--- config.mk ---
export PLATFORM = sky130hd
export DESIGN_NAME = i2c_scl_generator_flat
export DESIGN_NICKNAME = d
export VERILOG_FILES = /design/src/rtl/i2c_master_pkg.sv /design/src/rtl/i2c_scl_generator_if.sv /design/src/rtl/i2c_scl_generator_prescaler.sv /design/src/rtl/i2c_scl_generator.sv /design/src/flat_wrapper.sv
export SDC_FILE = /design/constraint.sdc
export NUM_CORES = 1
export LEC_CHECK = 0
export CORE_MARGIN = 3
export CORE_UTILIZATION = 60
export CTS_BUF_LIST = sky130_fd_sc_hd__clkbuf_16
export CTS_CLUSTER_SIZE = 25
export DETAILED_ROUTE_END_ITERATION = 10
export PLACE_DENSITY = 0.9
export SLEW_MARGIN = 0
export SYNTH_ARGS = -nofsm -noshare
export SYNTH_HDL_FRONTEND = slang
export SYNTH_HIERARCHICAL = 1
export SYNTH_SLANG_ARGS = --single-unit
--- constraint.sdc ---
create_clock -name clk -period 10.45 [get_ports clk]
set_clock_uncertainty 0.05 [all_clocks]
set_input_delay 1.045 -clock clk [delete_from_list [all_inputs] [get_ports clk]]
set_output_delay 1.045 -clock clk [all_outputs]
set_load 0.02 [all_outputs]
--- src/rtl/i2c_master_pkg.sv ---
// i2c_master_pkg
//   Shared definitions for the APB I2C master blocks.
//   scl_state_e      : SCL generator states (IDLE, LOW, HIGH_WAIT, HIGH)
//   DEFAULT_PRESCALE : reset-time half-period suggestion for register banks
package i2c_master_pkg;

   typedef enum logic [1:0] {
      IDLE      = 2'd0,
      LOW       = 2'd1,
      HIGH_WAIT = 2'd2,
      HIGH      = 2'd3
   } scl_state_e;

   localparam int unsigned DEFAULT_PRESCALE_WIDTH = 16;
   localparam logic [DEFAULT_PRESCALE_WIDTH-1:0] DEFAULT_PRESCALE = 16'd124;

endpackage

--- src/rtl/i2c_scl_generator_if.sv ---
// i2c_scl_generator_if
//   Control and bus signals of the SCL generator.
//   master : the generator itself (drives scl_oe, strobes, busy, stretch_active)
//   slave  : controller / byte engine side (drives en, prescale, start,
//            stop_req and the synchronized scl_in level)
interface i2c_scl_generator_if #(
   parameter int unsigned PRESCALE_WIDTH = 16
) ();

   logic                      en;
   logic [PRESCALE_WIDTH-1:0] prescale;
   logic                      start;
   logic                      stop_req;
   logic                      scl_in;
   logic                      scl_oe;
   logic                      scl_fall_stb;
   logic                      scl_rise_stb;
   logic                      drive_stb;
   logic                      sample_stb;
   logic                      busy;
   logic                      stretch_active;

   modport master (
      input  en, prescale, start, stop_req, scl_in,
      output scl_oe, scl_fall_stb, scl_rise_stb, drive_stb, sample_stb,
             busy, stretch_active
   );

   modport slave (
      output en, prescale, start, stop_req, scl_in,
      input  scl_oe, scl_fall_stb, scl_rise_stb, drive_stb, sample_stb,
             busy, stretch_active
   );

endinterface

--- src/rtl/i2c_scl_generator_prescaler.sv ---
// scl_prescaler
//   Loadable half-period counter for the SCL generator.
//   clk, reset : clock, synchronous active-high reset
//   load       : clear count and latch load_val as the half-period
//   restart    : clear count, keep half-period
//   inc        : advance count (saturates at the half-period)
//   load_val   : new half-period minus one
//   tc         : current count equals half-period
//   mid_next   : count after this edge will sit at half-period/2; lets the
//                parent register its mid-phase strobes without a cycle lag
module scl_prescaler #(
   parameter int unsigned WIDTH = 16
) (
   input  logic             clk,
   input  logic             reset,
   input  logic             load,
   input  logic             restart,
   input  logic             inc,
   input  logic [WIDTH-1:0] load_val,
   output logic             tc,
   output logic             mid_next
);

   logic [WIDTH-1:0] cnt_q, cnt_d;
   logic [WIDTH-1:0] half_q, half_d;

   assign tc       = (cnt_q == half_q);
   assign mid_next = (cnt_d == (half_d >> 1));

   always_comb begin
      cnt_d  = cnt_q;
      half_d = half_q;
      if (load) begin
         cnt_d  = '0;
         half_d = load_val;
      end else if (restart) begin
         cnt_d = '0;
      end else if (inc && !tc) begin
         cnt_d = cnt_q + 1'b1;
      end
   end

   always_ff @(posedge clk) begin
      if (reset) begin
         cnt_q  <= '0;
         half_q <= '0;
      end else begin
         cnt_q  <= cnt_d;
         half_q <= half_d;
      end
   end

endmodule

--- src/rtl/i2c_scl_generator.sv ---
// i2c_scl_generator
//   Drives the I2C SCL line for the APB I2C master from a programmable
//   half-period and emits phase strobes for the byte/bit engine.
//   clk   : system clock, rising edge
//   reset : synchronous, active-high
//   bus   : i2c_scl_generator_if.master (en, prescale, start, stop_req,
//           scl_in in; scl_oe, scl_fall_stb, scl_rise_stb, drive_stb,
//           sample_stb, busy, stretch_active out)
//   Build option I2C_SCL_CLOCK_STRETCH_EN: inserts HIGH_WAIT after each low
//   phase, holding the high phase until scl_in reads high.
module i2c_scl_generator
   import i2c_master_pkg::*;
#(
   parameter int unsigned PRESCALE_WIDTH = 16
) (
   input  logic clk,
   input  logic reset,
   i2c_scl_generator_if.master bus
);

   scl_state_e state_q, state_d;
   logic       stop_pending_q, stop_pending_d;
   logic       stop_eff;
   logic       pre_load, pre_restart, pre_inc;
   logic       pre_tc, pre_mid_next;

   logic scl_oe_q, fall_q, rise_q, drive_q, sample_q, busy_q;

   scl_prescaler #(
      .WIDTH (PRESCALE_WIDTH)
   ) u_prescaler (
      .clk      (clk),
      .reset    (reset),
      .load     (pre_load),
      .restart  (pre_restart),
      .inc      (pre_inc),
      .load_val (bus.prescale),
      .tc       (pre_tc),
      .mid_next (pre_mid_next)
   );

   // A stop request arriving on the last high cycle still ends this pulse.
   assign stop_eff = stop_pending_q | bus.stop_req;

   always_comb begin
      state_d        = state_q;
      stop_pending_d = stop_pending_q;
      pre_load       = 1'b0;
      pre_restart    = 1'b0;
      pre_inc        = 1'b0;
      if (!bus.en) begin
         state_d        = IDLE;
         stop_pending_d = 1'b0;
         pre_restart    = 1'b1;
      end else begin
         case (state_q)
            IDLE: begin
               if (bus.start) begin
                  state_d        = LOW;
                  pre_load       = 1'b1;
                  stop_pending_d = bus.stop_req;
               end
            end
            LOW: begin
               stop_pending_d = stop_eff;
               if (pre_tc) begin
`ifdef I2C_SCL_CLOCK_STRETCH_EN
                  state_d = HIGH_WAIT;
`else
                  state_d = HIGH;
`endif
                  pre_restart = 1'b1;
               end else begin
                  pre_inc = 1'b1;
               end
            end
`ifdef I2C_SCL_CLOCK_STRETCH_EN
            HIGH_WAIT: begin
               stop_pending_d = stop_eff;
               pre_restart    = 1'b1;
               if (bus.scl_in) begin
                  state_d = HIGH;
               end
            end
`endif
            HIGH: begin
               if (pre_tc) begin
                  pre_restart    = 1'b1;
                  stop_pending_d = 1'b0;
                  state_d        = stop_eff ? IDLE : LOW;
               end else begin
                  pre_inc        = 1'b1;
                  stop_pending_d = stop_eff;
               end
            end
            default: begin
               state_d        = IDLE;
               stop_pending_d = 1'b0;
               pre_restart    = 1'b1;
            end
         endcase
      end
   end

   // Outputs are registered from the next-state view so each strobe lines
   // up with the first cycle of the phase it marks.
   always_ff @(posedge clk) begin
      if (reset) begin
         state_q        <= IDLE;
         stop_pending_q <= 1'b0;
         scl_oe_q       <= 1'b0;
         fall_q         <= 1'b0;
         rise_q         <= 1'b0;
         drive_q        <= 1'b0;
         sample_q       <= 1'b0;
         busy_q         <= 1'b0;
      end else begin
         state_q        <= state_d;
         stop_pending_q <= stop_pending_d;
         scl_oe_q       <= (state_d == LOW);
         fall_q         <= (state_d == LOW)  && (state_q != LOW);
         rise_q         <= (state_d == HIGH) && (state_q != HIGH);
         drive_q        <= (state_d == LOW)  && pre_mid_next;
         sample_q       <= (state_d == HIGH) && pre_mid_next;
         busy_q         <= (state_d != IDLE);
      end
   end

`ifdef I2C_SCL_CLOCK_STRETCH_EN
   logic stretch_q;
   always_ff @(posedge clk) begin
      if (reset) begin
         stretch_q <= 1'b0;
      end else begin
         stretch_q <= (state_d == HIGH_WAIT);
      end
   end
   assign bus.stretch_active = stretch_q;
`else
   logic unused_scl_in;
   assign unused_scl_in      = bus.scl_in;
   assign bus.stretch_active = 1'b0;
`endif

   assign bus.scl_oe       = scl_oe_q;
   assign bus.scl_fall_stb = fall_q;
   assign bus.scl_rise_stb = rise_q;
   assign bus.drive_stb    = drive_q;
   assign bus.sample_stb   = sample_q;
   assign bus.busy         = busy_q;

endmodule

--- src/flat_wrapper.sv ---
// flat-port wrapper written by rule: the top's interface ports become plain ports
module i2c_scl_generator_flat import i2c_master_pkg::*;
#(
   parameter int unsigned PRESCALE_WIDTH = 16
)
  (clk, reset, bus_en, bus_prescale, bus_start, bus_stop_req, bus_scl_in, bus_scl_oe, bus_scl_fall_stb, bus_scl_rise_stb, bus_drive_stb, bus_sample_stb, bus_busy, bus_stretch_active);
  i2c_scl_generator_if #(.PRESCALE_WIDTH(PRESCALE_WIDTH)) bus_i ();
  input  logic clk;
  input  logic reset;
  input wire logic [$bits(bus_i.en)-1:0] bus_en;
  input wire logic [$bits(bus_i.prescale)-1:0] bus_prescale;
  input wire logic [$bits(bus_i.start)-1:0] bus_start;
  input wire logic [$bits(bus_i.stop_req)-1:0] bus_stop_req;
  input wire logic [$bits(bus_i.scl_in)-1:0] bus_scl_in;
  output wire logic [$bits(bus_i.scl_oe)-1:0] bus_scl_oe;
  output wire logic [$bits(bus_i.scl_fall_stb)-1:0] bus_scl_fall_stb;
  output wire logic [$bits(bus_i.scl_rise_stb)-1:0] bus_scl_rise_stb;
  output wire logic [$bits(bus_i.drive_stb)-1:0] bus_drive_stb;
  output wire logic [$bits(bus_i.sample_stb)-1:0] bus_sample_stb;
  output wire logic [$bits(bus_i.busy)-1:0] bus_busy;
  output wire logic [$bits(bus_i.stretch_active)-1:0] bus_stretch_active;
  assign bus_i.en = bus_en;
  assign bus_i.prescale = bus_prescale;
  assign bus_i.start = bus_start;
  assign bus_i.stop_req = bus_stop_req;
  assign bus_i.scl_in = bus_scl_in;
  assign bus_scl_oe = bus_i.scl_oe;
  assign bus_scl_fall_stb = bus_i.scl_fall_stb;
  assign bus_scl_rise_stb = bus_i.scl_rise_stb;
  assign bus_drive_stb = bus_i.drive_stb;
  assign bus_sample_stb = bus_i.sample_stb;
  assign bus_busy = bus_i.busy;
  assign bus_stretch_active = bus_i.stretch_active;
  i2c_scl_generator #(.PRESCALE_WIDTH(PRESCALE_WIDTH)) u_core (.clk(clk), .reset(reset), .bus(bus_i));
endmodule
==> results_tabular.tex, run 1 <==
\begin{tabular}{lr}
\hline
Metric & Value \\
\hline
\multicolumn{2}{l}{\textbf{Outcome}} \\
\quad Outcome & complete, no violations \\
\multicolumn{2}{l}{\textbf{Clocking}} \\
\quad Clock insertion delay at the later pin of the skew report & 0.28 ns \\
\quad CTS Root Buffer Type & sky130\_fd\_sc\_hd\_\_clkbuf\_16 \\
\quad Number of setup buffers added after CTS & 0 \\
\quad Count of hold-fix buffers inserted at cts & 0 \\
\quad Clock transition time at the flip-flop clock pins of the worst setup and hold paths & 0.06 ns \\
\quad Number of buffers added by the clock tree synthesis step & 5 \\
\quad Cells resized by post-CTS repair & 0 \\
\quad Clk sink count & 41 \\
\quad Clock tree buffer depth & 2 \\
\quad Total number of H-tree levels & 2 \\
\quad CTS tree & built \\
\multicolumn{2}{l}{\textbf{STA}} \\
\quad Final number of max-transition violations & 0 \\
\quad Actual transition at the worst max-transition pin & 0.742 ns \\
\quad Number of failing hold endpoints at the final stage & 0 \\
\quad Portion of the clock cycle consumed by the worst path in the final layout & 40.7\% \\
\quad Setup Viol. Count Final & 0 \\
\quad Headroom to the max-slew limit & 50.4\% \\
\quad Fmax & 235 MHz \\
\quad RSZ-0062 raised after global routing & no \\
\quad Crit path time final & 4.25 ns \\
\quad Total negative slack & 0 ns \\
\multicolumn{2}{l}{\textbf{Finish}} \\
\quad Number of non-filler instances in the completed layout & 354 \\
\quad Leading cell types in the layout, fill and taps excluded & 41 x sky130\_fd\_sc\_hd\_\_nor2\_1, 41 x sky130\_fd\_sc\_hd\_\_dfxtp\_1, 26 x sky130\_fd\_sc\_hd\_\_clkdlybuf4s50\_1 \\
\quad Layout cell share with drive strength beyond 1 & 6.86\% \\
\quad Diode count & 0 \\
\quad Nets & 329 \\
\quad Relative area change from synthesis to final layout & 16.9\% \\
\multicolumn{2}{l}{\textbf{Synth}} \\
\quad Number of warnings reported in the yosys synthesis log & 6 \\
\quad Average footprint of a synthesized cell & 8.43 µm² \\
\quad Number of synthesized register bits & 41 \\
\quad Count of flip-flops with a built-in enable after synthesis & 0 \\
\quad Synthesized cell area & 0.00244 mm² \\
\quad Synthesized instance count & 289 \\
\quad Proportion of netlist area held by the largest area contributor & 33.7\% \\
\quad Post-synth net total & 312 \\
\quad Most used flip-flop cell after synthesis & sky130\_fd\_sc\_hd\_\_dfxtp\_1 \\
\quad Proportion of synthesized chip area in sequential cells & 33.7\% \\
\quad Largest cells by area after synthesis & sky130\_fd\_sc\_hd\_\_dfxtp\_1 34\%, sky130\_fd\_sc\_hd\_\_xnor2\_1 7.9\%, sky130\_fd\_sc\_hd\_\_mux2i\_1 6.6\% \\
\quad Synth unique cells & 57 \\
\quad Most area-hungry cell type in the Yosys netlist & sky130\_fd\_sc\_hd\_\_dfxtp\_1 \\
\quad Async set-or-reset flop fraction in the synthesized netlist & 0\% \\
\multicolumn{2}{l}{\textbf{Detailed routing}} \\
\quad Total number of vias & 2225 \\
\quad Routed Wire Length & 5830 µm \\
\quad Average routed wire per standard cell & 16.5 µm \\
\quad Post-route DRC & 0 \\
\quad Pre-Repair DR Iteration Count & 4 \\
\quad Detailed Route Iter0 Violations & 150 \\
\quad Vias per Instance & 6.29 \\
\quad Antenna Violating Nets Remaining & 0 \\
\multicolumn{2}{l}{\textbf{Place}} \\
\quad Detailed placement HPWL & 4010 µm \\
\quad Cells after DPL & 347 \\
\quad Routability-driven placement congestion ratio & 0.919 \\
\quad Number of port buffers & 26 \\
\multicolumn{2}{l}{\textbf{Die}} \\
\quad Initial cell density of the core & 64.2\% \\
\quad Die Height & 69.7 µm \\
\quad Number of top-level design ports & 29 \\
\quad Row Count & 22 \\
\quad Horizontal die dimension & 69.7 µm \\
\quad Die outline area & 0.00486 mm² \\
\quad Core box area & 0.00380 mm² \\
\multicolumn{2}{l}{\textbf{Worst setup path}} \\
\quad CP arrival & 4.42 ns \\
\quad Critical path peak fanout & 7 \\
\quad Chain of cells forming the critical path & clkdlybuf4s50\_1 > nand2\_1 > nor2\_1 > o41ai\_4 > o31a\_1 > or2\_1 > or4\_1 > a311o\_1 > a2111oi\_2 > and3\_1 \\
\quad Levels on crit path & 10 \\
\quad Slack of the worst reg-to-reg path & 6.40 ns \\
\quad Setup CP Type & input port to flip-flop \\
\quad CP Buf/Inv Count & 1 \\
\quad Reg-to-reg startpoint & u\_core/u\_prescaler/cnt\_q[6]\$\_SDFF\_PP0\_ \\
\quad Cell type of the slowest stage on the worst timing path & sky130\_fd\_sc\_hd\_\_clkdlybuf4s50\_1 \\
\quad Kind of start point of the critical path & input port \\
\quad Required time worst endpoint & 10.63 ns \\
\quad Reg-to-reg endpoint & u\_core/bus.drive\_stb\$\_SDFF\_PP0\_ \\
\quad Cell count of the worst reg-to-reg path & 13 \\
\quad Critical path capture point type & flip-flop \\
\quad Gate family responsible for the most delay along the worst path & simple AND/OR/NAND/NOR gates \\
\quad Max stage delay on crit path & 0.57 ns \\
\multicolumn{2}{l}{\textbf{Power}} \\
\quad Pwr dens & 137 mW/mm² \\
\quad Peak VDD IR & 110 µV \\
\quad Leakage Power & 0.969 nW \\
\multicolumn{2}{l}{\textbf{Min path}} \\
\quad Start point of the worst min-delay path & u\_core/stop\_pending\_q\$\_SDFFE\_PP0P\_ \\
\quad Hold Path Sink & u\_core/stop\_pending\_q\$\_SDFFE\_PP0P\_ \\
\quad Depth of the worst hold-timing path & 2 \\
\quad Path category of the worst min-delay check & flip-flop to flip-flop \\
\multicolumn{2}{l}{\textbf{Global routing}} \\
\quad Global-route wire length before repair & 9590 µm \\
\quad Number of global-route vias before repair & 2026 \\
\quad Largest net degree at the start of global routing & 29 \\
\quad Initial antenna violation count & 0 \\
\quad Final global-route overflow total & 0 \\
\quad Global router's overall resource usage & 24.3\% \\
\multicolumn{2}{l}{\textbf{Run}} \\
\quad Max-cap check violation count & 0 \\
\hline
\end{tabular}
## power by group
group / internal (mW) / leakage (nW) / switching [mW]
clock: 0.111 / 0.0797 / 0.0594
sequential: 0.161 / 0.333 / 0.00472
combinational: 0.0252 / 0.557 / 0.0290
total: 0.297 / 0.969 / 0.0931
## registers in the layout, indices dropped and copies added (netlist names)
name / cells
u_core/u_prescaler/cnt_q: 16
u_core/u_prescaler/half_q: 16
u_core/state_q: 2
u_core/bus.busy: 1
u_core/bus.drive_stb: 1
u_core/bus.sample_stb: 1
u_core/bus.scl_fall_stb: 1
u_core/bus.scl_oe: 1
u_core/bus.scl_rise_stb: 1
u_core/stop_pending_q: 1
## cell families (layout without fill, tap and decap cells)
kind of cell,Yosys count,in the layout,share of synthesized area [%]
simple gates,129,129,27.9
compound gates,47,47,13.9
flops,41,41,33.7
xor+xnor,29,29,11.3
buf+inv,22,39,4.62
mux,19,19,7.96
fa+ha+maj,1,1,0.513
other cells,1,1,0.154
## cell usage after synthesis, types with 2 or more instances
library cell,n
sky130_fd_sc_hd__dfxtp_1,41
sky130_fd_sc_hd__nand2b_1,5
sky130_fd_sc_hd__and4_1,2
sky130_fd_sc_hd__a211oi_1,3
sky130_fd_sc_hd__o31a_1,3
sky130_fd_sc_hd__nand4b_1,2
sky130_fd_sc_hd__buf_2,3
sky130_fd_sc_hd__nor4b_1,2
sky130_fd_sc_hd__mux2_2,3
sky130_fd_sc_hd__nand4_1,7
sky130_fd_sc_hd__a22oi_1,2
sky130_fd_sc_hd__or2_2,2
sky130_fd_sc_hd__a31oi_1,2
sky130_fd_sc_hd__or3_1,6
sky130_fd_sc_hd__and2_1,3
sky130_fd_sc_hd__and3_1,6
sky130_fd_sc_hd__nor4_1,6
sky130_fd_sc_hd__clkbuf_1,10
sky130_fd_sc_hd__o211a_1,2
sky130_fd_sc_hd__o311ai_0,2
sky130_fd_sc_hd__or4_1,3
sky130_fd_sc_hd__nor2b_1,6
sky130_fd_sc_hd__inv_1,3
sky130_fd_sc_hd__nand3_1,12
sky130_fd_sc_hd__nand2_1,10
sky130_fd_sc_hd__buf_4,3
sky130_fd_sc_hd__nor2_1,41
sky130_fd_sc_hd__xor2_1,5
sky130_fd_sc_hd__mux2i_1,16
sky130_fd_sc_hd__nor3_1,10
sky130_fd_sc_hd__or2_1,2
sky130_fd_sc_hd__a21oi_1,10
sky130_fd_sc_hd__buf_6,2
sky130_fd_sc_hd__o21ai_0,10
sky130_fd_sc_hd__xnor2_1,22
## routing by layer
metal	vias up	part of all wire, %	GRT usage (%)
met5	-	0	0
met4	0	1.9	7.23
met3	17	8.8	6.09
met2	104	48	41.1
met1	1033	41	30.5
li1	1071	-	-
## area by class of cell
type,count,area [µm²]
clock buffer,5,125
clock inverter,2,35.0
sequential,41,821
fill,303,948
inverter,3,11.3
tap,48,60.1
timing repair buffer,29,283
multi-input combinational,226,1520
## worst min-delay path, stage by stage, from the launching register on
cell                       delay (ns)
sky130_fd_sc_hd__dfxtp_1         0.30
sky130_fd_sc_hd__o21ai_0         0.07
sky130_fd_sc_hd__a221oi_1        0.07
## worst max-delay path by stage
stage | start | end
final | bus_en | u_core/bus.drive_stb$_SDFF_PP0_
after global routing | bus_en | u_core/bus.sample_stb$_SDFF_PP0_
after CTS | bus_en | u_core/bus.drive_stb$_SDFF_PP0_
after detailed placement | bus_en | u_core/bus.drive_stb$_SDFF_PP0_
after global placement | bus_en | u_core/bus.drive_stb$_SDFF_PP0_
after floorplan | u_core/u_prescaler/cnt_q[3]$_SDFF_PP0_ | u_core/bus.drive_stb$_SDFF_PP0_
## per-stage QoR
step / power (mW) / util (%) / hold slack (ns) / instance area, µm² / setup slack [ns]
floorplan: 0.202 / - / 0.412 / 2440 / 6.75
global placement: 0.220 / 70.8 / 0.428 / 2690 / 6.00
detailed placement: 0.222 / 70.8 / 0.431 / 2690 / 5.97
CTS: 0.391 / 75.0 / 0.440 / 2850 / 6.25
global route: 0.404 / 75.0 / 0.458 / 2850 / 6.07
finish: 0.390 / 75.0 / 0.441 / 2850 / 6.20
(Power assumes the default switching activity.)
==> run 2, diff against run 1 <==
- CORE_UTILIZATION: 60 -> 56
- PLACE_DENSITY: 0.9 -> 0.85
- clock period: 10.45 -> 4.4 ns (I/O delays scaled with it)
==> run 2 against run 1 <==
Net effect:
- cell count up 1.1%
- largest power group is now sequential cells
- global-route usage shrank 0.54 points
- highest routed layer unchanged
- largest cell class unchanged
- sequential share of layout area up 0.063 points
- wire length increased by 0.81%
- non-clock buffer count increased by 1
- worst setup slack got worse by 5.7 ns
- first-iteration DRC count up 4.0%
- critical path depth is 2 higher
==> results_tabular.tex, run 2 (synthesized netlist as in run 1, its figures left out) <==
\begin{tabular}{lr}
\hline
Metric & Value \\
\hline
\multicolumn{2}{l}{\textbf{Outcome}} \\
\quad Outcome & complete, no violations \\
\multicolumn{2}{l}{\textbf{Clocking}} \\
\quad Count of hold-fix buffers inserted at cts & 0 \\
\quad Clock transition time at the flip-flop clock pins of the worst setup and hold paths & 0.06 ns \\
\quad Number of setup buffers added after CTS & 0 \\
\quad Clk sink count & 41 \\
\quad Clock tree buffer depth & 2 \\
\quad Number of buffers added by the clock tree synthesis step & 5 \\
\quad Total number of H-tree levels & 2 \\
\quad CTS tree & built \\
\quad CTS Root Buffer Type & sky130\_fd\_sc\_hd\_\_clkbuf\_16 \\
\quad Clock insertion delay at the later pin of the skew report & 0.28 ns \\
\quad Cells resized by post-CTS repair & 0 \\
\multicolumn{2}{l}{\textbf{Power}} \\
\quad Leakage Power & 0.962 nW \\
\quad Total chip power & 0.884 mW \\
\quad Peak VDD IR & 196 µV \\
\quad Pwr dens & 311 mW/mm² \\
\multicolumn{2}{l}{\textbf{Worst setup path}} \\
\quad Setup CP Type & flip-flop to flip-flop \\
\quad Kind of start point of the critical path & flip-flop \\
\quad Reg-to-reg endpoint & u\_core/bus.drive\_stb\$\_SDFF\_PP0\_ \\
\quad CP arrival & 4.04 ns \\
\quad Required time worst endpoint & 4.58 ns \\
\quad Critical path capture point type & flip-flop \\
\quad Reg-to-reg startpoint & u\_core/u\_prescaler/cnt\_q[6]\$\_SDFF\_PP0\_ \\
\quad Critical path peak fanout & 9 \\
\quad Cell count of the worst reg-to-reg path & 12 \\
\quad Slack of the worst reg-to-reg path & 0.53 ns \\
\multicolumn{2}{l}{\textbf{Finish}} \\
\quad Diode count & 0 \\
\quad Sequential cell area & 821 µm² \\
\quad Leading cell types in the layout, fill and taps excluded & 41 x sky130\_fd\_sc\_hd\_\_nor2\_1, 41 x sky130\_fd\_sc\_hd\_\_dfxtp\_1, 26 x sky130\_fd\_sc\_hd\_\_clkdlybuf4s50\_1 \\
\quad Area of combinational cells with multiple inputs & 0.00152 mm² \\
\quad Relative area change from synthesis to final layout & 16.7\% \\
\quad Registers with the highest flip-flop counts & u\_core/u\_prescaler/cnt\_q: 16 flops, u\_core/u\_prescaler/half\_q: 16 flops, u\_core/state\_q: 2 flops \\
\quad Nets & 330 \\
\quad Core Util, Final & 69.6\% \\
\quad Post-route standard cell area excluding fillers & 0.00284 mm² \\
\quad Number of non-filler instances in the completed layout & 358 \\
\quad Final-layout fill cell count & 336 \\
\quad Layout cell share with drive strength beyond 1 & 7.14\% \\
\multicolumn{2}{l}{\textbf{Place}} \\
\quad Cells after DPL & 350 \\
\quad Number of port buffers & 26 \\
\quad Detailed placement HPWL & 4100 µm \\
\quad Dpl cell area & 0.00270 mm² \\
\quad Routability-driven placement congestion ratio & 0.983 \\
\multicolumn{2}{l}{\textbf{Die}} \\
\quad Die outline area & 0.00518 mm² \\
\quad Row Count & 23 \\
\quad Die Height & 72.0 µm \\
\quad Core box area & 0.00409 mm² \\
\quad Horizontal die dimension & 72.0 µm \\
\quad Number of top-level design ports & 29 \\
\quad Initial cell density of the core & 59.6\% \\
\multicolumn{2}{l}{\textbf{Min path}} \\
\quad Depth of the worst hold-timing path & 2 \\
\quad Hold Path Sink & u\_core/stop\_pending\_q\$\_SDFFE\_PP0P\_ \\
\quad Path category of the worst min-delay check & flip-flop to flip-flop \\
\quad Start point of the worst min-delay path & u\_core/stop\_pending\_q\$\_SDFFE\_PP0P\_ \\
\multicolumn{2}{l}{\textbf{STA}} \\
\quad Final number of max-transition violations & 0 \\
\quad Setup Viol. Count Final & 0 \\
\quad Fmax & 259 MHz \\
\quad Total negative slack & 0 ns \\
\quad Portion of the clock cycle consumed by the worst path in the final layout & 87.8\% \\
\quad Number of failing hold endpoints at the final stage & 0 \\
\quad RSZ-0062 raised after global routing & no \\
\quad Crit path time final & 3.87 ns \\
\quad Actual transition at the worst max-transition pin & 0.717 ns \\
\quad Headroom to the max-slew limit & 52.1\% \\
\multicolumn{2}{l}{\textbf{Detailed routing}} \\
\quad Average routed wire per standard cell & 16.4 µm \\
\quad Routed Wire Length & 5880 µm \\
\quad Total number of vias & 2179 \\
\quad Pre-Repair DR Iteration Count & 4 \\
\quad Antenna Violating Nets Remaining & 0 \\
\quad Vias per Instance & 6.09 \\
\quad Detailed Route Iter0 Violations & 156 \\
\quad Post-route DRC & 0 \\
\multicolumn{2}{l}{\textbf{Run}} \\
\quad Max-cap check violation count & 0 \\
\multicolumn{2}{l}{\textbf{Global routing}} \\
\quad Initial antenna violation count & 0 \\
\quad Largest net degree at the start of global routing & 26 \\
\quad Number of global-route vias before repair & 2080 \\
\quad Global-route wire length before repair & 9720 µm \\
\quad Global router's overall resource usage & 23.8\% \\
\quad Final global-route overflow total & 0 \\
\hline
\end{tabular}
[run 2: cell count changes in the layout (fill, tap and decap cells not counted)]
cell                         change
sky130_fd_sc_hd__buf_4           +1
sky130_fd_sc_hd__bufinv_16       -1
sky130_fd_sc_hd__clkinv_2        -1
sky130_fd_sc_hd__clkinvlp_4      +2
sky130_fd_sc_hd__inv_1           +1
[run 2: layout make-up]
cell class                 count  share of cell area, %
multi-input combinational    226                   53.3
tap                           50                   2.20
clock buffer                   5                   4.40
clock inverter                 3                  0.660
timing repair buffer          30                   10.2
sequential                    41                   28.9
inverter                       3                  0.396
[run 2: critical path, stage by stage, from the launching register on]
cell,delay (ns)
sky130_fd_sc_hd__dfxtp_1,0.56
sky130_fd_sc_hd__xnor2_2,0.09
sky130_fd_sc_hd__nand4_1,0.20
sky130_fd_sc_hd__nor4_1,0.09
sky130_fd_sc_hd__buf_4,0.18
sky130_fd_sc_hd__nor2_1,0.38
sky130_fd_sc_hd__o41ai_4,0.21
sky130_fd_sc_hd__o31a_1,0.34
sky130_fd_sc_hd__or2_1,0.25
sky130_fd_sc_hd__or4_1,0.50
sky130_fd_sc_hd__a311o_1,0.38
sky130_fd_sc_hd__a2111oi_2,0.38
sky130_fd_sc_hd__and3_1,0.20
[run 2: worst max-delay path by stage]
| stage | startpoint | cells after the start | endpoint | slack [ns] |
|---|---|---|---|---|
| after floorplan | u_core/u_prescaler/cnt_q[3]$_SDFF_PP0_ | 12 | u_core/bus.drive_stb$_SDFF_PP0_ | 0.70 |
| after global placement | u_core/u_prescaler/cnt_q[6]$_SDFF_PP0_ | 12 | u_core/bus.drive_stb$_SDFF_PP0_ | 0.63 |
| after detailed placement | bus_en | 10 | u_core/bus.drive_stb$_SDFF_PP0_ | 0.59 |
| after CTS | u_core/u_prescaler/cnt_q[6]$_SDFF_PP0_ | 12 | u_core/bus.drive_stb$_SDFF_PP0_ | 0.57 |
| after global routing | u_core/u_prescaler/cnt_q[5]$_SDFF_PP0_ | 12 | u_core/bus.drive_stb$_SDFF_PP0_ | 0.31 |
| final | u_core/u_prescaler/cnt_q[6]$_SDFF_PP0_ | 12 | u_core/bus.drive_stb$_SDFF_PP0_ | 0.53 |
[run 2: report_power, final]
group | total (mW) | switching [mW] | internal, mW
Clock | 0.361 | 0.153 | 0.208
Sequential | 0.393 | 0.0114 | 0.381
Combinational | 0.131 | 0.0701 | 0.0606
Total | 0.884 | 0.234 | 0.650
[run 2: layer usage]
| metal | routed length, µm | up-vias | global-route usage (%) | part of all wire (%) |
|---|---|---|---|---|
| met1 | 2620 | 1009 | 31.5 | 45 |
| li1 | - | 1077 | - | - |
| met3 | 400 | 13 | 4.99 | 6.8 |
| met5 | 0 | - | 0 | 0 |
| met2 | 2750 | 80 | 37.9 | 47 |
| met4 | 114 | 0 | 9.81 | 1.9 |
[run 2: per-stage QoR]
step                setup WS (ns)  hold slack, ns
detailed placement          0.589           0.440
finish                      0.535           0.447
floorplan                   0.702           0.412
CTS                         0.573           0.450
global placement            0.626           0.430
global route                0.306           0.506
